--- src/rtl/md_sequencer.sv ---
// md_sequencer: iterative RV32M multiply/divide unit with its control FSM.
// Shift-add multiply and restoring divide, one bit per cycle, on operand
// magnitudes; signs are applied in a final cycle before the result strobe.
// Optional build macro MD_EARLY_OUT_EN: divide-by-zero, signed overflow and
// zero multiply operands bypass iteration and go straight to DONE.
module md_sequencer #(
  parameter int DATA_WIDTH = 32
) (
  input  logic                  i_clk,
  input  logic                  i_reset_n,
  input  logic                  i_start,
  input  logic [2:0]            i_op,
  input  logic [DATA_WIDTH-1:0] i_src_a,
  input  logic [DATA_WIDTH-1:0] i_src_b,
  input  logic                  i_flush,
  output logic                  o_stall,
  output logic                  o_busy,
  output logic                  o_valid,
  output logic [DATA_WIDTH-1:0] o_result
);
  localparam int W = DATA_WIDTH;
  localparam int CNT_WIDTH = $clog2(DATA_WIDTH) + 1;
  localparam logic [CNT_WIDTH-1:0] CNT_LOAD = CNT_WIDTH'(DATA_WIDTH);
  localparam logic [W-1:0] MOST_NEG = {1'b1, {(W-1){1'b0}}};

  typedef enum logic [1:0] {S_IDLE, S_COMPUTE, S_DONE} state_t;
  state_t r_state, w_state_nx;

  logic [CNT_WIDTH-1:0] r_cnt;
  logic [2:0]           r_op;
  logic [W-1:0]         r_a, r_opnd, r_hi, r_lo, r_result;
  logic                 r_neg, r_div0, r_ovf, r_mul0, r_busy, r_valid;

  logic         w_accept, w_a_signed, w_b_signed, w_sa, w_sb, w_neg;
  logic         w_div0, w_ovf, w_mul0;
  logic [W-1:0] w_abs_a, w_abs_b;
  logic [W:0]   w_sum, w_rsh, w_diff;
  logic [W-1:0] w_hi_nx, w_lo_nx, w_quo, w_rem, w_final;
  logic [2*W-1:0] w_prod;

  // Results that bypass the arithmetic: zero multiply operand, divide by
  // zero (all ones / dividend) and signed overflow (most-negative / zero).
  function automatic logic [W-1:0] f_special(input logic [2:0] op,
                                             input logic [W-1:0] a,
                                             input logic div0);
    if (!op[2]) return '0;
    if (div0)   return op[1] ? a : '1;
    return op[1] ? '0 : MOST_NEG;
  endfunction

  // Accept decode: operand signedness, magnitudes, result sign, special cases
  always_comb begin
    w_accept   = i_start && !i_flush && (r_state == S_IDLE || r_state == S_DONE);
    w_a_signed = (i_op == 3'b001) || (i_op == 3'b010) || (i_op == 3'b100) || (i_op == 3'b110);
    w_b_signed = (i_op == 3'b001) || (i_op == 3'b100) || (i_op == 3'b110);
    w_sa       = w_a_signed && i_src_a[W-1];
    w_sb       = w_b_signed && i_src_b[W-1];
    w_abs_a    = w_sa ? -i_src_a : i_src_a;
    w_abs_b    = w_sb ? -i_src_b : i_src_b;
    w_neg      = (i_op[2] && i_op[1]) ? w_sa : (w_sa ^ w_sb);
    w_div0     = i_op[2] && (i_src_b == '0);
    w_ovf      = i_op[2] && !i_op[0] && (i_src_a == MOST_NEG) && (i_src_b == '1);
    w_mul0     = !i_op[2] && ((i_src_a == '0) || (i_src_b == '0));
  end

  // One iteration step: shift-add for multiply, restoring step for divide
  always_comb begin
    w_sum  = {1'b0, r_hi} + (r_lo[0] ? {1'b0, r_opnd} : '0);
    w_rsh  = {r_hi, r_lo[W-1]};
    w_diff = w_rsh - {1'b0, r_opnd};
    if (r_op[2]) begin
      if (!w_diff[W]) begin
        w_hi_nx = w_diff[W-1:0];
        w_lo_nx = {r_lo[W-2:0], 1'b1};
      end else begin
        w_hi_nx = w_rsh[W-1:0];
        w_lo_nx = {r_lo[W-2:0], 1'b0};
      end
    end else begin
      w_hi_nx = w_sum[W:1];
      w_lo_nx = {w_sum[0], r_lo[W-1:1]};
    end
  end

  // Final sign fix-up and half/quotient/remainder selection
  always_comb begin
    w_prod = r_neg ? -{r_hi, r_lo} : {r_hi, r_lo};
    w_quo  = r_neg ? -r_lo : r_lo;
    w_rem  = r_neg ? -r_hi : r_hi;
    if (r_div0 || r_ovf || r_mul0)  w_final = f_special(r_op, r_a, r_div0);
    else if (r_op[2])               w_final = r_op[1] ? w_rem : w_quo;
    else if (r_op[1:0] == 2'b00)    w_final = w_prod[W-1:0];
    else                            w_final = w_prod[2*W-1:W];
  end

  // Next-state logic; a COMPUTE cycle with counter at zero is the fix-up cycle
  always_comb begin
    w_state_nx = r_state;
    case (r_state)
      S_IDLE, S_DONE: begin
        w_state_nx = S_IDLE;
`ifdef MD_EARLY_OUT_EN
        if (w_accept) w_state_nx = (w_div0 || w_ovf || w_mul0) ? S_DONE : S_COMPUTE;
`else
        if (w_accept) w_state_nx = S_COMPUTE;
`endif
      end
      S_COMPUTE: begin
        if (i_flush)            w_state_nx = S_IDLE;
        else if (r_cnt == '0)   w_state_nx = S_DONE;
      end
      default: w_state_nx = S_IDLE;
    endcase
  end

  // State register with registered busy/valid decodes
  always_ff @(posedge i_clk or negedge i_reset_n) begin
    if (!i_reset_n) begin
      r_state <= S_IDLE;
      r_busy  <= 1'b0;
      r_valid <= 1'b0;
    end else begin
      r_state <= w_state_nx;
      r_busy  <= (w_state_nx == S_COMPUTE);
      r_valid <= (w_state_nx == S_DONE);
    end
  end

  // Datapath: latch on accept, iterate in COMPUTE, commit result on DONE entry
  always_ff @(posedge i_clk or negedge i_reset_n) begin
    if (!i_reset_n) begin
      r_cnt    <= '0;
      r_op     <= '0;
      r_a      <= '0;
      r_opnd   <= '0;
      r_hi     <= '0;
      r_lo     <= '0;
      r_neg    <= 1'b0;
      r_div0   <= 1'b0;
      r_ovf    <= 1'b0;
      r_mul0   <= 1'b0;
      r_result <= '0;
    end else if (w_accept) begin
      r_op   <= i_op;
      r_a    <= i_src_a;
      r_neg  <= w_neg;
      r_div0 <= w_div0;
      r_ovf  <= w_ovf;
      r_mul0 <= w_mul0;
      r_cnt  <= CNT_LOAD;
      r_hi   <= '0;
      r_opnd <= i_op[2] ? w_abs_b : w_abs_a;
      r_lo   <= i_op[2] ? w_abs_a : w_abs_b;
`ifdef MD_EARLY_OUT_EN
      if (w_div0 || w_ovf || w_mul0) r_result <= f_special(i_op, i_src_a, w_div0);
`endif
    end else if (r_state == S_COMPUTE && !i_flush) begin
      if (r_cnt != '0) begin
        r_hi  <= w_hi_nx;
        r_lo  <= w_lo_nx;
        r_cnt <= r_cnt - 1'b1;
      end else begin
        r_result <= w_final;
      end
    end
  end

  assign o_stall  = (r_state == S_IDLE && i_start && !i_flush) || (r_state == S_COMPUTE);
  assign o_busy   = r_busy;
  assign o_valid  = r_valid;
  assign o_result = r_result;

endmodule

--- config.mk ---
export PLATFORM = sky130hd
export DESIGN_NAME = md_sequencer
export DESIGN_NICKNAME = d
export VERILOG_FILES = /design/src/rtl/md_sequencer.sv
export SDC_FILE = /design/constraint.sdc
export NUM_CORES = 1
export LEC_CHECK = 0
export ABC_AREA = 1
export CAP_MARGIN = 20
export CELL_PAD_IN_SITES_DETAIL_PLACEMENT = 1
export CELL_PAD_IN_SITES_GLOBAL_PLACEMENT = 2
export CORE_UTILIZATION = 34
export CTS_BUF_LIST = sky130_fd_sc_hd__clkbuf_8
export DETAILED_ROUTE_END_ITERATION = 10
export PLACE_DENSITY = 0.83
export SLEW_MARGIN = 20
export SYNTH_ARGS = -nofsm -noshare
export SYNTH_HDL_FRONTEND = slang
export SYNTH_SLANG_ARGS = --single-unit
--- constraint.sdc ---
create_clock -name i_clk -period 3.65 [get_ports i_clk]
set_input_delay 0.9125 -clock i_clk [delete_from_list [all_inputs] [get_ports i_clk]]
set_output_delay 0.9125 -clock i_clk [all_outputs]
set_load 0.02 [all_outputs]
==> results of run 1 <==
[state kept, by name, summed over array words and instances, names as in the netlist]
name and flops:
r_a 32, r_mul0 1, r_state 2, r_lo 32
r_div0 1, r_hi 32, r_neg 1, r_op 3
o_busy 1, r_ovf 1, r_opnd 32, o_result 32
o_valid 1, r_cnt 6
[how the worst max path moves through the flow]
stage                           start       end  slack, ns  cells after the start
after floorplan               r_lo[0]  r_hi[25]       1.06                     17
after global placement    i_src_b[10]  r_lo[30]       0.22                     12
after detailed placement   i_src_b[0]  r_lo[30]       0.24                     13
after CTS                     i_flush   o_stall       0.45                      5
after global routing        r_opnd[0]  r_hi[29]       0.29                     15
final                         i_flush   o_stall       0.46                      5
[where the power goes]
group	internal, mW	leakage [nW]	switching [mW]
registers	2.64	2.16	1.34
clock network	0.528	0.206	0.950
logic	3.75	7.89	8.26
total	6.93	10.3	10.5
[Yosys cell counts, types with 12 or more instances]
master    instances
o21ai_1          28
nand3b_1         13
or2_2            14
dfrtp_1         177
nor3_1           32
clkbuf_1         65
a22oi_1          18
nand4_1          36
nor2_2           19
o21ai_0         203
nand3_1         257
nand2_1         968
xnor2_1          14
o211ai_1         21
buf_2            27
ha_1             71
a31oi_1          27
xor2_1           82
o21a_1           12
nand2_2          14
nor2_1          375
inv_1           325
a21oi_1         182
[worst max-delay path: cells and delay by family]
kind            cells  cell delay [ns]
buf+inv             3             1.12
compound gates      1             0.15
simple gates        1             0.09
[logic make-up after synthesis]
logic type	Yosys count	synth area share (%)
AND/OR/NAND/NOR	1755	39.7
AO/OA/AOI/OAI	552	17.0
buffers and inverters	448	9.68
flip-flops	177	24.0
XOR/XNOR	96	4.55
adder cells (fa/ha/maj)	73	5.03
[through the flow]
| step | instances | util, % | hold WS, ns |
|---|---|---|---|
| after CTS | 3890 | 39.0 | 0.337 |
| after global routing | 3890 | 39.0 | 0.347 |
| after detailed placement | 3858 | 38.2 | 0.473 |
| final | 3891 | 39.0 | 0.328 |
| after floorplan | 3101 | - | 0.448 |
| after global placement | 3858 | 38.2 | 0.462 |
[cell type report]
type / instances / area, um^2 / area share, %
clock buffers: 17 / 234 / 1.12
flip-flops and latches: 177 / 4430 / 21.2
inverters: 336 / 1260 / 6.02
well taps: 696 / 871 / 4.16
diodes: 1 / 2.50 / 0.0119
clock inverters: 15 / 185 / 0.884
repair buffers: 173 / 1700 / 8.13
multi-input cells: 2476 / 12300 / 58.5
[routing by layer]
layer  vias to the layer above  track usage (%)  wire [um]
li1                      10200                -          -
met5                         -                0         53
met1                     11000             46.8      42800
met3                       182             6.72       7040
met2                       805             57.3      45000
met4                         8             15.1       4520
==> impl_metrics.tcl, run 1 <==
set metrics [dict create \
    period_needed_ns 3.19 \
    cp-start-kind "primary input" \
    relSlewSlack_pct 42.0 \
    maxSlewViolCount 0 \
    ant_nets 0 \
    avgSynthCellArea_um2 5.95 \
    cp_max_fo 2 \
    synth_largest_area_cell "dfrtp_1" \
    initial_core_util_pct 34.4 \
    cts_root_buf "clkbuf_8" \
    worstReg2RegStart "r_opnd[0]" \
    syn-num-nets 3245 \
    setup_tns_ns 0 \
    drc 0 \
    nets 3325 \
    cp_common_cell "clkdlybuf4s50_1" \
    cts_tree "done" \
    grt_pass1_vias 22300 \
    synthArstFlopShare_pct 100 \
    synth_edf_count 0 \
    design_area_mm2 0.0210 \
    routed_wl_mm 99.4 \
    critPathMaxStageDelay_ns 0.62 \
    finalWorstSetupSlack_ns 0.459 \
    postCtsSetupBuffers 0 \
    via_count 22200 \
    ir_drop_uv 543 \
    yosysTopAreaCellShare_pct 24.0 \
    r2r-end "r_hi[27]" \
    critPathRequiredTime_ns 2.74 \
    netlist_instances 3101 \
    synth_seq_area_share_pct 24.0 \
    drt_iter0_markers 1956 \
    synthFlopType "dfrtp_1" \
    port_buffers 105 \
    ys_seq_elements 177 \
    reg2regPathDepth 17 \
    routed_via_density 5.71 \
    cts_buffers 17 \
    rows 85 \
    antenna_found_initial 5 \
    core-area_mm2 0.0537 \
    maxCapViolCount 0 \
    syn_to_final_growth_pct 13.5 \
    crit_chain "clkdlybuf4s50_1 -> inv_1 -> nand2_1 -> a21oi_1 -> clkdlybuf4s50_1" \
    critPathArrivalTime_ns 2.28 \
    grt_max_degree 93 \
    ys_warn_count 0 \
    io_pins 106 \
    p_per_area_mw_per_mm2 834 \
    final_cell_mix "968 x nand2_1, 373 x nor2_1, 323 x inv_1" \
    post-place-ws_ns 0.238 \
    fillers 7204 \
    setup_viol 0 \
    cp_slowest_cell "clkdlybuf4s50_1" \
    overflow 0 \
    die_x_um 235 \
    status "complete, no violations" \
    fin_crit_sh_pct 87.4 \
    place.gp.congestion 0.975 \
    p_total_mw 17.5 \
    grt_first_pass_wirelength_mm 146 \
    netlist_area_mm2 0.0185 \
    h-tree-depth 4 \
    grt.total_usage_pct 35.7 \
    hp-class "primary input to async pin" \
    dpl.hpwl_mm 82.2 \
    die_area_mm2 0.0552 \
    finalHoldViolations 0 \
    clk_transition_reported_paths_ns 0.10 \
    rrSetupSlack_ns 0.48 \
    clock_latency_ns 0.58 \
    critPathKind "primary input to output pin" \
    drive_gt1_share_pct 6.20 \
    clk_path_buf_depth 2 \
    wl_per_cell_um 25.6 \
    dieHeight_um 235 \
    power.leakage_nw 10.3 \
    holdBufCountCts 0 \
    ys_types 56 \
    end_kind "output pin" \
    place_area_mm2 0.0205 \
    layout_commonest_cell "nand2_1" \
    yosys-top-cells-area "dfrtp_1 24%, nand2_1 20%, nor2_1 7.6%" \
    tightest_slew_ns 0.870 \
    cts_resized 0 \
    skew_ns 0.0328 \
    drt_first_pass_iters 6 \
    rsz0062_at_grt "false" \
    max_freq_ghz 0.313 \
    cts.sinks 177 \
]
(Power assumes the default switching activity.)
==> run 2: changes to the inputs <==
PLACE_DENSITY = not set   (was 0.83)
PLACE_DENSITY_LB_ADDON = 0.1   (was not set)
==> run 2 against run 1 <==
  * Flip-flop and latch count unchanged
  * Final cell count barely moved
  * Clock skew grew 0.018 ns
  * Sequential power about the same
  * Non-clock buffer count fell by 1
  * Count of clock-buffer cells in the layout is the same
  * Fmax shrank 2.5%
  * Total power grew 0.47%
  * Largest cell class unchanged
  * Highest routed layer is now met4
==> impl_metrics.tcl, run 2 (synthesis gave the netlist of run 1 again) <==
set metrics [dict create \
    dpl.hpwl_mm 82.2 \
    cp_max_fo 5 \
    grt.total_usage_pct 36.0 \
    crit_chain "inv_1 -> ha_1 -> nand3_1 -> nor2_1 -> nor2_1 -> a21oi_1 -> inv_1 -> o21ai_0 -> o2111ai_1 -> a21oi_1" \
    ir_drop_uv 637 \
    setup_tns_ns 0 \
    grt_max_degree 83 \
    port_buffers 105 \
    drive_gt1_share_pct 6.17 \
    postCtsSetupBuffers 0 \
    drt_iter0_markers 1904 \
    wl_per_cell_um 25.6 \
    holdBufCountCts 0 \
    routed_wl_mm 99.5 \
    grt_pass1_vias 22100 \
    critPathMaxStageDelay_ns 0.51 \
    power.leakage_nw 10.3 \
    final_cell_mix "968 x nand2_1, 373 x nor2_1, 323 x inv_1" \
    nets 3324 \
    syn_to_final_growth_pct 13.4 \
    initial_core_util_pct 34.4 \
    antenna_found_initial 1 \
    hp-class "primary input to async pin" \
    clk_transition_reported_paths_ns 0.12 \
    layout_commonest_cell "nand2_1" \
    critPathKind "flip-flop to flip-flop" \
    setup_viol 0 \
    p_per_area_mw_per_mm2 838 \
    max_freq_ghz 0.306 \
    rows 85 \
    drt_first_pass_iters 5 \
    path_buf_inv 2 \
    n_antenna_cell 0 \
    end_kind "flip-flop" \
    maxCapViolCount 0 \
    holdWs_ns 0.338 \
    drc 0 \
    cts_root_buf "clkbuf_8" \
    rsz0062_at_grt "false" \
    cts_buffers 17 \
    cts.sinks 177 \
    critPathArrivalTime_ns 3.78 \
    postLayoutCoreUtil_pct 39.0 \
    finalHoldViolations 0 \
    fillers 7273 \
    critPathTopFamily "compound AO/OA/AOI/OAI gates" \
    via_count 22200 \
    place.gp.congestion 0.966 \
    relSlewSlack_pct 34.0 \
    tightest_slew_ns 0.989 \
    clock_latency_ns 0.61 \
    period_needed_ns 3.27 \
    routed_via_density 5.70 \
    die_area_mm2 0.0552 \
    die_x_um 235 \
    p_total_mw 17.5 \
    dieHeight_um 235 \
    io_pins 106 \
    cp-start-kind "flip-flop" \
    clk_path_buf_depth 2 \
    grt_first_pass_wirelength_mm 147 \
    fin_crit_sh_pct 89.6 \
    core-area_mm2 0.0537 \
    h-tree-depth 4 \
    cts_resized 0 \
    cp_slowest_cell "dfrtp_1" \
    cts_tree "done" \
    status "complete, no violations" \
    maxSlewViolCount 0 \
    overflow 0 \
    skew_ns 0.0510 \
    ant_nets 0 \
    critPathRequiredTime_ns 4.16 \
]
-- run 2: cell count changes in the layout (fill, tap and decap cells not counted), sizes merged --
cell	delta
diode	-1
inv	+1
buf	-1
clkinv	-2
bufinv	+1
-- run 2: report_power, final --
| part | internal [mW] | total, mW | switching, mW |
|---|---|---|---|
| clock network | 0.598 | 1.62 | 1.02 |
| logic | 3.75 | 12.0 | 8.23 |
| registers | 2.64 | 3.95 | 1.31 |
| total | 6.99 | 17.5 | 10.6 |
-- run 2: final cells by class --
cell class                 count  area, um^2  area share (%)
inverter                     336        1260            6.03
multi-input combinational   2476       12300            58.6
sequential                   177        4430            21.2
tap                          696         871            4.16
clock buffer                  17         234            1.12
clock inverter                15         204           0.974
timing repair buffer         172        1670            7.98
-- run 2: metal layers --
layer  routed length, um  track usage, %  part of all wire, %  up-vias
li1                    -               -                    -    10200
met1               44900            49.2                   45    11100
met2               44700            57.2                   45      733
met3                6020            5.36                  6.0      132
met4                3830            13.8                  3.9        0
met5                   0               0                    0        -
-- run 2: metrics by stage --
stage                     area [um^2]  setup slack, ns  std cells
after floorplan                 18500             1.06       3101
after global placement          20500            0.322       3857
after detailed placement        20500            0.261       3857
after CTS                       20900            0.435       3889
after global routing            20900            0.164       3889
final                           20900            0.378       3889
-- run 2: worst paths after layout --
path                            from      endpoint  slack (ns)  cells after the start
hold reg to reg               r_a[8]        r_a[8]        0.50                      2
hold / removal             i_reset_n      r_hi[30]        0.34                      1
max in group asynchronous  i_reset_n       r_a[31]        2.47                      2
setup / recovery             r_hi[0]  o_result[12]        0.38                     10
setup reg to reg             r_hi[0]  o_result[12]        0.38                     10
min in group i_clk            r_a[8]        r_a[8]        0.50                      2
==> run 3: changes to the inputs <==
SLEW_MARGIN = 15   (was 20)
==> results of run 3 <==
Same layout as run 2: the final DEF is identical, and so are final timing and power.
